`src/rtl/tpg_stream_if.sv`:
```
// Valid/ready stream bundle for the test-pattern generator: one control
// packet channel and one pixel channel, both driven by the generator.
interface tpg_stream_if #(
  parameter int DW = 24
);
  logic          ctrl_valid;
  logic          ctrl_ready;
  logic [35:0]   ctrl_data;
  logic          vid_valid;
  logic          vid_ready;
  logic [DW-1:0] vid_data;
  logic          vid_sof;
  logic          vid_eol;

  modport master (
    output ctrl_valid, ctrl_data, vid_valid, vid_data, vid_sof, vid_eol,
    input  ctrl_ready, vid_ready
  );

  modport slave (
    input  ctrl_valid, ctrl_data, vid_valid, vid_data, vid_sof, vid_eol,
    output ctrl_ready, vid_ready
  );
endinterface

```
`src/rtl/tpg_stream_gen.sv`:
```
// Test-pattern generator: per frame, one control packet carrying the frame
// size, then width*height pixels in raster order. The pattern, frame size
// and solid colour are latched at each frame start, so mid-frame changes
// on the configuration inputs have no effect.
module tpg_stream_gen #(
  parameter int BPC      = 8,
  parameter int CHANNELS = 3,
  parameter int SQ_LOG2  = 5
) (
  input  logic                     clk,
  input  logic                     rst_n,
  input  logic                     i_en,
  input  logic [1:0]               i_mode,
  input  logic [15:0]              i_cfg_width,
  input  logic [15:0]              i_cfg_height,
  input  logic [CHANNELS*BPC-1:0]  i_solid_color,
  tpg_stream_if.master             stream,
  output logic [15:0]              o_frame_cnt,
  output logic                     o_cfg_err
);

  localparam int DW = CHANNELS * BPC;

  typedef enum logic [1:0] {IDLE, CTRL, ACTIVE} state_t;

  state_t          r_state;
  logic [1:0]      r_mode;
  logic [15:0]     r_width;
  logic [15:0]     r_height;
  logic [DW-1:0]   r_solid;
  logic [15:0]     r_barW;
  logic [15:0]     r_x;
  logic [15:0]     r_y;
  logic [15:0]     r_barCnt;
  logic [2:0]      r_barIdx;
  logic [15:0]     r_frameCnt;
  logic            r_cfgErr;
  logic            r_ctrlValid;
  logic [35:0]     r_ctrlData;
  logic            r_vidValid;
  logic [DW-1:0]   r_vidData;
  logic            r_vidSof;
  logic            r_vidEol;

  logic            w_cfgOk;
  logic            w_lastX;
  logic            w_lastY;
  logic            w_lastPx;
  logic            w_startFrame;
  logic [15:0]     w_barW;
  logic [15:0]     w_nextX;
  logic [15:0]     w_nextY;
  logic [15:0]     w_nextBarCnt;
  logic [2:0]      w_nextBarIdx;

  // Pixel value for position (px,py) in bar idx, using the latched frame
  // configuration and the count of frames already completed.
  function automatic logic [DW-1:0] makePixel(input logic [15:0] px,
                                              input logic [15:0] py,
                                              input logic [2:0]  idx);
    logic [DW-1:0]  pix;
    logic [BPC-1:0] ch;
    logic           chk;
    logic           bar;
    pix = '0;
    chk = px[SQ_LOG2] ^ py[SQ_LOG2];
    for (int c = 0; c < CHANNELS; c++) begin
      bar = (c == 0) ? idx[2] : (c == 1) ? idx[1] : (c == 2) ? idx[0] : 1'b0;
      case (r_mode)
        2'd0:    ch = (c == 0) ? px[BPC-1:0] : (c == 1) ? py[BPC-1:0] : r_frameCnt[BPC-1:0];
        2'd1:    ch = {BPC{bar}};
        2'd2:    ch = r_solid[c*BPC +: BPC];
        default: ch = {BPC{chk}};
      endcase
      pix[c*BPC +: BPC] = ch;
    end
    return pix;
  endfunction

  // Raster position of the pixel following the one currently presented,
  // plus the bar counter that saturates at bar 7 and restarts every line.
  always_comb begin
    w_cfgOk      = i_en && (i_cfg_width != 16'd0) && (i_cfg_height != 16'd0);
    w_barW       = (i_cfg_width[15:3] == 13'd0) ? 16'd1 : {3'b000, i_cfg_width[15:3]};
    w_lastX      = (r_x == r_width - 16'd1);
    w_lastY      = (r_y == r_height - 16'd1);
    w_lastPx     = w_lastX && w_lastY;
    w_nextX      = w_lastX ? 16'd0 : r_x + 16'd1;
    w_nextY      = w_lastX ? r_y + 16'd1 : r_y;
    w_nextBarCnt = r_barCnt + 16'd1;
    w_nextBarIdx = r_barIdx;
    if (w_lastX) begin
      w_nextBarCnt = 16'd0;
      w_nextBarIdx = 3'd0;
    end else if (r_barCnt + 16'd1 == r_barW) begin
      w_nextBarCnt = 16'd0;
      w_nextBarIdx = (r_barIdx == 3'd7) ? 3'd7 : r_barIdx + 3'd1;
    end
    w_startFrame = w_cfgOk && ((r_state == IDLE) ||
                   ((r_state == ACTIVE) && stream.vid_ready && w_lastPx));
  end

  // Capture the frame configuration whenever a new frame is launched.
  always_ff @(posedge clk or negedge rst_n) begin
    if (!rst_n) begin
      r_mode     <= 2'd0;
      r_width    <= 16'd0;
      r_height   <= 16'd0;
      r_solid    <= '0;
      r_barW     <= 16'd0;
      r_ctrlData <= 36'd0;
    end else if (w_startFrame) begin
      r_mode     <= i_mode;
      r_width    <= i_cfg_width;
      r_height   <= i_cfg_height;
      r_solid    <= i_solid_color;
      r_barW     <= w_barW;
      r_ctrlData <= {i_cfg_width, i_cfg_height, 4'h0};
    end
  end

  // Frame sequencer with registered stream outputs; pixels only advance on
  // an accepted transfer, so stalls neither drop nor repeat pixels.
  always_ff @(posedge clk or negedge rst_n) begin
    if (!rst_n) begin
      r_state     <= IDLE;
      r_x         <= 16'd0;
      r_y         <= 16'd0;
      r_barCnt    <= 16'd0;
      r_barIdx    <= 3'd0;
      r_frameCnt  <= 16'd0;
      r_cfgErr    <= 1'b0;
      r_ctrlValid <= 1'b0;
      r_vidValid  <= 1'b0;
      r_vidData   <= '0;
      r_vidSof    <= 1'b0;
      r_vidEol    <= 1'b0;
    end else begin
      case (r_state)
        IDLE: begin
          if (w_cfgOk) begin
            r_ctrlValid <= 1'b1;
            r_state     <= CTRL;
          end else if (i_en) begin
            r_cfgErr    <= 1'b1;
          end
        end
        CTRL: begin
          if (stream.ctrl_ready) begin
            r_ctrlValid <= 1'b0;
            r_vidValid  <= 1'b1;
            r_x         <= 16'd0;
            r_y         <= 16'd0;
            r_barCnt    <= 16'd0;
            r_barIdx    <= 3'd0;
            r_vidData   <= makePixel(16'd0, 16'd0, 3'd0);
            r_vidSof    <= 1'b1;
            r_vidEol    <= (r_width == 16'd1);
            r_state     <= ACTIVE;
          end
        end
        ACTIVE: begin
          if (stream.vid_ready) begin
            if (w_lastPx) begin
              r_frameCnt <= r_frameCnt + 16'd1;
              r_x        <= 16'd0;
              r_y        <= 16'd0;
              r_vidValid <= 1'b0;
              r_vidSof   <= 1'b0;
              r_vidEol   <= 1'b0;
              if (w_cfgOk) begin
                r_ctrlValid <= 1'b1;
                r_state     <= CTRL;
              end else begin
                if (i_en) r_cfgErr <= 1'b1;
                r_state <= IDLE;
              end
            end else begin
              r_x       <= w_nextX;
              r_y       <= w_nextY;
              r_barCnt  <= w_nextBarCnt;
              r_barIdx  <= w_nextBarIdx;
              r_vidData <= makePixel(w_nextX, w_nextY, w_nextBarIdx);
              r_vidSof  <= 1'b0;
              r_vidEol  <= (w_nextX == r_width - 16'd1);
            end
          end
        end
        default: r_state <= IDLE;
      endcase
    end
  end

  assign stream.ctrl_valid = r_ctrlValid;
  assign stream.ctrl_data  = r_ctrlData;
  assign stream.vid_valid  = r_vidValid;
  assign stream.vid_data   = r_vidData;
  assign stream.vid_sof    = r_vidSof;
  assign stream.vid_eol    = r_vidEol;
  assign o_frame_cnt       = r_frameCnt;
  assign o_cfg_err         = r_cfgErr;

endmodule

```
`src/flat_wrapper.sv`:
```
// flat-port wrapper written by rule: the top's interface ports become plain ports
module tpg_stream_gen_flat 
#(
  parameter int BPC      = 8,
  parameter int CHANNELS = 3,
  parameter int SQ_LOG2  = 5
)
  (clk, rst_n, i_en, i_mode, i_cfg_width, i_cfg_height, i_solid_color, o_frame_cnt, o_cfg_err, stream_ctrl_valid, stream_ctrl_data, stream_vid_valid, stream_vid_data, stream_vid_sof, stream_vid_eol, stream_ctrl_ready, stream_vid_ready);
  tpg_stream_if #(.DW((24))) stream_i ();
  input  logic clk;
  input  logic rst_n;
  input  logic i_en;
  input  logic [1:0] i_mode;
  input  logic [15:0] i_cfg_width;
  input  logic [15:0] i_cfg_height;
  input  logic [CHANNELS*BPC-1:0] i_solid_color;
  output logic [15:0] o_frame_cnt;
  output logic o_cfg_err;
  output wire logic [$bits(stream_i.ctrl_valid)-1:0] stream_ctrl_valid;
  output wire logic [$bits(stream_i.ctrl_data)-1:0] stream_ctrl_data;
  output wire logic [$bits(stream_i.vid_valid)-1:0] stream_vid_valid;
  output wire logic [$bits(stream_i.vid_data)-1:0] stream_vid_data;
  output wire logic [$bits(stream_i.vid_sof)-1:0] stream_vid_sof;
  output wire logic [$bits(stream_i.vid_eol)-1:0] stream_vid_eol;
  input wire logic [$bits(stream_i.ctrl_ready)-1:0] stream_ctrl_ready;
  input wire logic [$bits(stream_i.vid_ready)-1:0] stream_vid_ready;
  assign stream_ctrl_valid = stream_i.ctrl_valid;
  assign stream_ctrl_data = stream_i.ctrl_data;
  assign stream_vid_valid = stream_i.vid_valid;
  assign stream_vid_data = stream_i.vid_data;
  assign stream_vid_sof = stream_i.vid_sof;
  assign stream_vid_eol = stream_i.vid_eol;
  assign stream_i.ctrl_ready = stream_ctrl_ready;
  assign stream_i.vid_ready = stream_vid_ready;
  tpg_stream_gen #(.BPC(BPC), .CHANNELS(CHANNELS), .SQ_LOG2(SQ_LOG2)) u_core (.clk(clk), .rst_n(rst_n), .i_en(i_en), .i_mode(i_mode), .i_cfg_width(i_cfg_width), .i_cfg_height(i_cfg_height), .i_solid_color(i_solid_color), .stream(stream_i), .o_frame_cnt(o_frame_cnt), .o_cfg_err(o_cfg_err));
endmodule
```
`config.mk`:
```
export PLATFORM = sky130hd
export DESIGN_NAME = tpg_stream_gen_flat
export DESIGN_NICKNAME = d
export VERILOG_FILES = /design/src/rtl/tpg_stream_if.sv /design/src/rtl/tpg_stream_gen.sv /design/src/flat_wrapper.sv
export SDC_FILE = /design/constraint.sdc
export NUM_CORES = 1
export LEC_CHECK = 0
export ABC_CLOCK_PERIOD_IN_PS = 7000
export CAP_MARGIN = 20
export CORE_UTILIZATION = 50
export DETAILED_ROUTE_END_ITERATION = 10
export GPL_TIMING_DRIVEN = 0
export PLACE_DENSITY = 0.84
export SKIP_LAST_GASP = 1
export SYNTH_ARGS = -nofsm -noshare
export SYNTH_HDL_FRONTEND = slang
export SYNTH_SLANG_ARGS = --single-unit
```
`constraint.sdc`:
```
create_clock -name clk -period 7 [get_ports clk]
set_input_delay 1.05 -clock clk [delete_from_list [all_inputs] [get_ports clk]]
set_output_delay 1.05 -clock clk [all_outputs]
set_load 0.005 [all_outputs]
```
==> results_dict.tcl <==
set metrics [dict create \
    status "completed" \
    final_antenna_net_count 0 \
    rsz0062_at_grt "no" \
    r2r_end "u_core.stream.vid_data[20]$_DFFE_PN0P_" \
    antenna_cells 0 \
    cp.arrival_ns 5.07 \
    grtUsageTotal 0.295 \
    fp-row-count 52 \
    ctsHoldBuffers 0 \
    max_freq_mhz 207 \
    tns_ns 0 \
    grt_pass1_vias 9242 \
    dp_hpwl_um 22700 \
    ioPinCount 144 \
    synth_compound_area_frac 0.130 \
    yosysTopAreaCellShare 0.409 \
    yosysUniqueCellTypes 77 \
    wl_per_cell_um 20.1 \
    fin_area_mm2 0.0127 \
    synth_edf_count 0 \
    post-route-period-util 0.692 \
    clk_pin_slew_worst_paths_ns 0.07 \
    post-synth-top-area-cell "dfrtp_1" \
    clkSinkCount 169 \
    crit_path_end "u_core.stream.vid_data[20]$_DFFE_PN0P_" \
    syn_avg_cell_area_um2 9.51 \
    viasPerCell 6.20 \
    ff2ff_path_depth 12 \
    cts_setup_buffers 0 \
    cts-root-buf "clkbuf_16" \
    cts_buffers 17 \
    synth-simple-area-share 0.214 \
    worstMarginPinSlew_ns 1.02 \
    drtIter0Drc 738 \
    crit_type "flip-flop to flip-flop" \
    power_density_mw_per_mm2 364 \
    clock_latency_ns 0.43 \
    core_area_mm2 0.0202 \
    antenna_found_initial 0 \
    worst_slack_ns 2.16 \
    finalWirelength_um 30800 \
    die_height_um 146 \
    vias 9509 \
    crit-reg2reg-launch "u_core.r_width[2]$_DFFE_PN0P_" \
    gr-total-overflow 0 \
    drtPass1Iterations 8 \
    startpoint "u_core.r_width[2]$_DFFE_PN0P_" \
    portBuffers 139 \
    startpoint_type "flip-flop" \
    holdWs_ns 0.479 \
    yosys_warnings 0 \
    synth_top_family_by_area "simple AND/OR/NAND/NOR gates" \
    clock_path_buffers 2 \
    syn_inst 1086 \
    finalHoldViolations 0 \
    synthTopCellsByArea "dfrtp_1 (41%), mux2_2 (6.8%), xnor2_1 (6.0%)" \
    path_max_fanout 9 \
    fillCellCount 1636 \
    crit_required_ns 7.23 \
    dieWidth_um 146 \
    r2r_setup_slack_ns 2.16 \
    synthArstFlopShare 1.00 \
    netlist_area_mm2 0.0103 \
    place_area_mm2 0.0121 \
    nets 1322 \
    h-tree-depth 4 \
    endpoint_kind "flip-flop" \
    fin_crit_ns 4.84 \
    syn2layout_area_growth_pct 23.2 \
    cts_resized 0 \
    dieArea_mm2 0.0212 \
    p_leak_nw 4.98 \
    finClkSkew_ns 0.0113 \
    drv_cap 0 \
    gp_congestion 0.941 \
    dp_slack_ns 2.43 \
    slew_violations 0 \
    ys_ff_latch 169 \
    grt_pass1_wl_um 49200 \
    initial_core_util 0.511 \
    peakVddDrop_mv 0.242 \
    grt_max_degree 124 \
    cts_tree "yes" \
    ys.flop_type "dfrtp_1" \
    synth_mux_area_frac 0.102 \
    fin_util 0.629 \
    hp-class "flip-flop to flip-flop" \
    slew_headroom 0.313 \
    synthAdderAreaFrac 0.00969 \
    setup_violations 0 \
    drc 0 \
    drive_above_1_share 0.112 \
    synth_xor_area_frac 0.0948 \
    ys_seq_area_frac 0.409 \
]
## how the worst min path moves through the flow
stage,startpoint,end,cells past startpoint
2_1_floorplan,u_core.r_solid[19]$_DFFE_PN0P_,u_core.r_solid[19]$_DFFE_PN0P_,1
3_3_place_gp,u_core.o_cfg_err$_DFFE_PN0P_,u_core.o_cfg_err$_DFFE_PN0P_,1
3_5_place_dp,u_core.o_cfg_err$_DFFE_PN0P_,u_core.o_cfg_err$_DFFE_PN0P_,1
4_1_cts,u_core.o_cfg_err$_DFFE_PN0P_,u_core.o_cfg_err$_DFFE_PN0P_,1
5_1_grt,u_core.o_frame_cnt[15]$_DFFE_PN0P_,u_core.o_frame_cnt[15]$_DFFE_PN0P_,1
6_report,u_core.o_cfg_err$_DFFE_PN0P_,u_core.o_cfg_err$_DFFE_PN0P_,1
## critical path, cell delays in order, from the launching register on
cell	delay [ns]
dfrtp_1	0.37
buf_2	0.19
or4_1	0.52
buf_2	0.17
o41ai_1	0.56
o211ai_1	0.25
nor4b_2	0.34
nand4_1	0.27
nor3_1	0.78
buf_2	0.31
nor2_1	0.14
o211ai_1	0.42
o311ai_0	0.31
## flip-flops by register name, summed over array words and instances (netlist names), 2 cells and up
name / cells
u_core.r_barW: 13
u_core.r_y: 16
u_core.stream.ctrl_data: 2
u_core.r_width: 15
u_core.stream.vid_data: 24
u_core.r_state: 2
u_core.r_barCnt: 16
u_core.r_solid: 24
u_core.r_x: 16
u_core.o_frame_cnt: 16
u_core.r_barIdx: 3
u_core.r_height: 15
u_core.r_mode: 2
## cells by family (layout without fill, tap and decap cells)
family,Yosys count,count (layout)
AO/OA/AOI/OAI,204,204
XOR/XNOR,106,106
adder cells (fa/ha/maj),8,8
buffers and inverters,91,265
flip-flops,169,169
multiplexers,97,97
other,1,4
AND/OR/NAND/NOR,410,410
## power by group
group          switching (mW)  internal, mW  leakage, nW
clock                   0.415         0.560        0.295
combinational            1.07          1.01         2.54
sequential              0.304          1.26         2.15
total                    1.79          2.83         4.98
## through the flow
stage | power (mW) | instances
after floorplan | 2.80 | 1089
after global placement | 3.54 | 1498
after detailed placement | 3.61 | 1500
after CTS | 4.61 | 1531
after global routing | 4.87 | 1533
final | 4.63 | 1533
## synthesized netlist by cell type, drive strengths merged, types with 7 or more instances
cell	number
dfrtp	169
nand2	96
o21ai	82
xnor2	72
mux2	70
nor2	48
clkbuf	43
nand3	42
nor4	38
nor3	36
nand4	31
xor2	31
buf	27
mux2i	27
and3	25
a21oi	23
nand2b	22
inv	21
o31ai	12
and2	11
o311ai	10
or4	10
o211ai	9
ha	8
nor2b	8
a31oi	7
or2	7
or3	7
## cells in the final DEF (no fill, tap or decap), drive strengths merged, types with 5 or more instances in the layout
cell type	n
nand2b	22
xnor2	72
or3	7
dfrtp	169
o31a	5
nand4	31
mux2i	27
and4	6
clkbuf	64
nor2	48
o22ai	6
or2	7
o41ai	6
o31ai	12
clkdlybuf4s50	138
and2	11
nor4b	6
o21ai	82
nor3	36
nor4	38
o311ai	10
nor2b	8
buf	31
mux2	70
nand3	42
xor2	31
nand4b	5
a21oi	23
a211oi	6
a31oi	7
inv	25
nor3b	5
o211ai	9
nand2	96
ha	8
or4	10
a22o	6
and3	25
## metal layers
layer | track usage | wire length [um] | vias up | part of all wire
met1 | 0.396 | 12900 | 4596 | 0.42
met3 | 0.0696 | 2800 | 74 | 0.091
li1 | - | - | 4324 | -
met2 | 0.468 | 14200 | 515 | 0.46
met5 | 0 | 0 | - | 0
met4 | 0.100 | 902 | 0 | 0.029
## cell type report
class | count | area, um2 | area share
Multi-Input combinational cell | 829 | 5710 | 0.449
Sequential cell | 169 | 4230 | 0.332
Timing Repair Buffer | 143 | 1440 | 0.113
Clock buffer | 20 | 467 | 0.0367
Tap cell | 270 | 338 | 0.0266
Buffer | 70 | 323 | 0.0254
Clock inverter | 11 | 136 | 0.0107
Inverter | 21 | 78.8 | 0.00620
No activity file was read; power rests on OpenSTA's default activity.
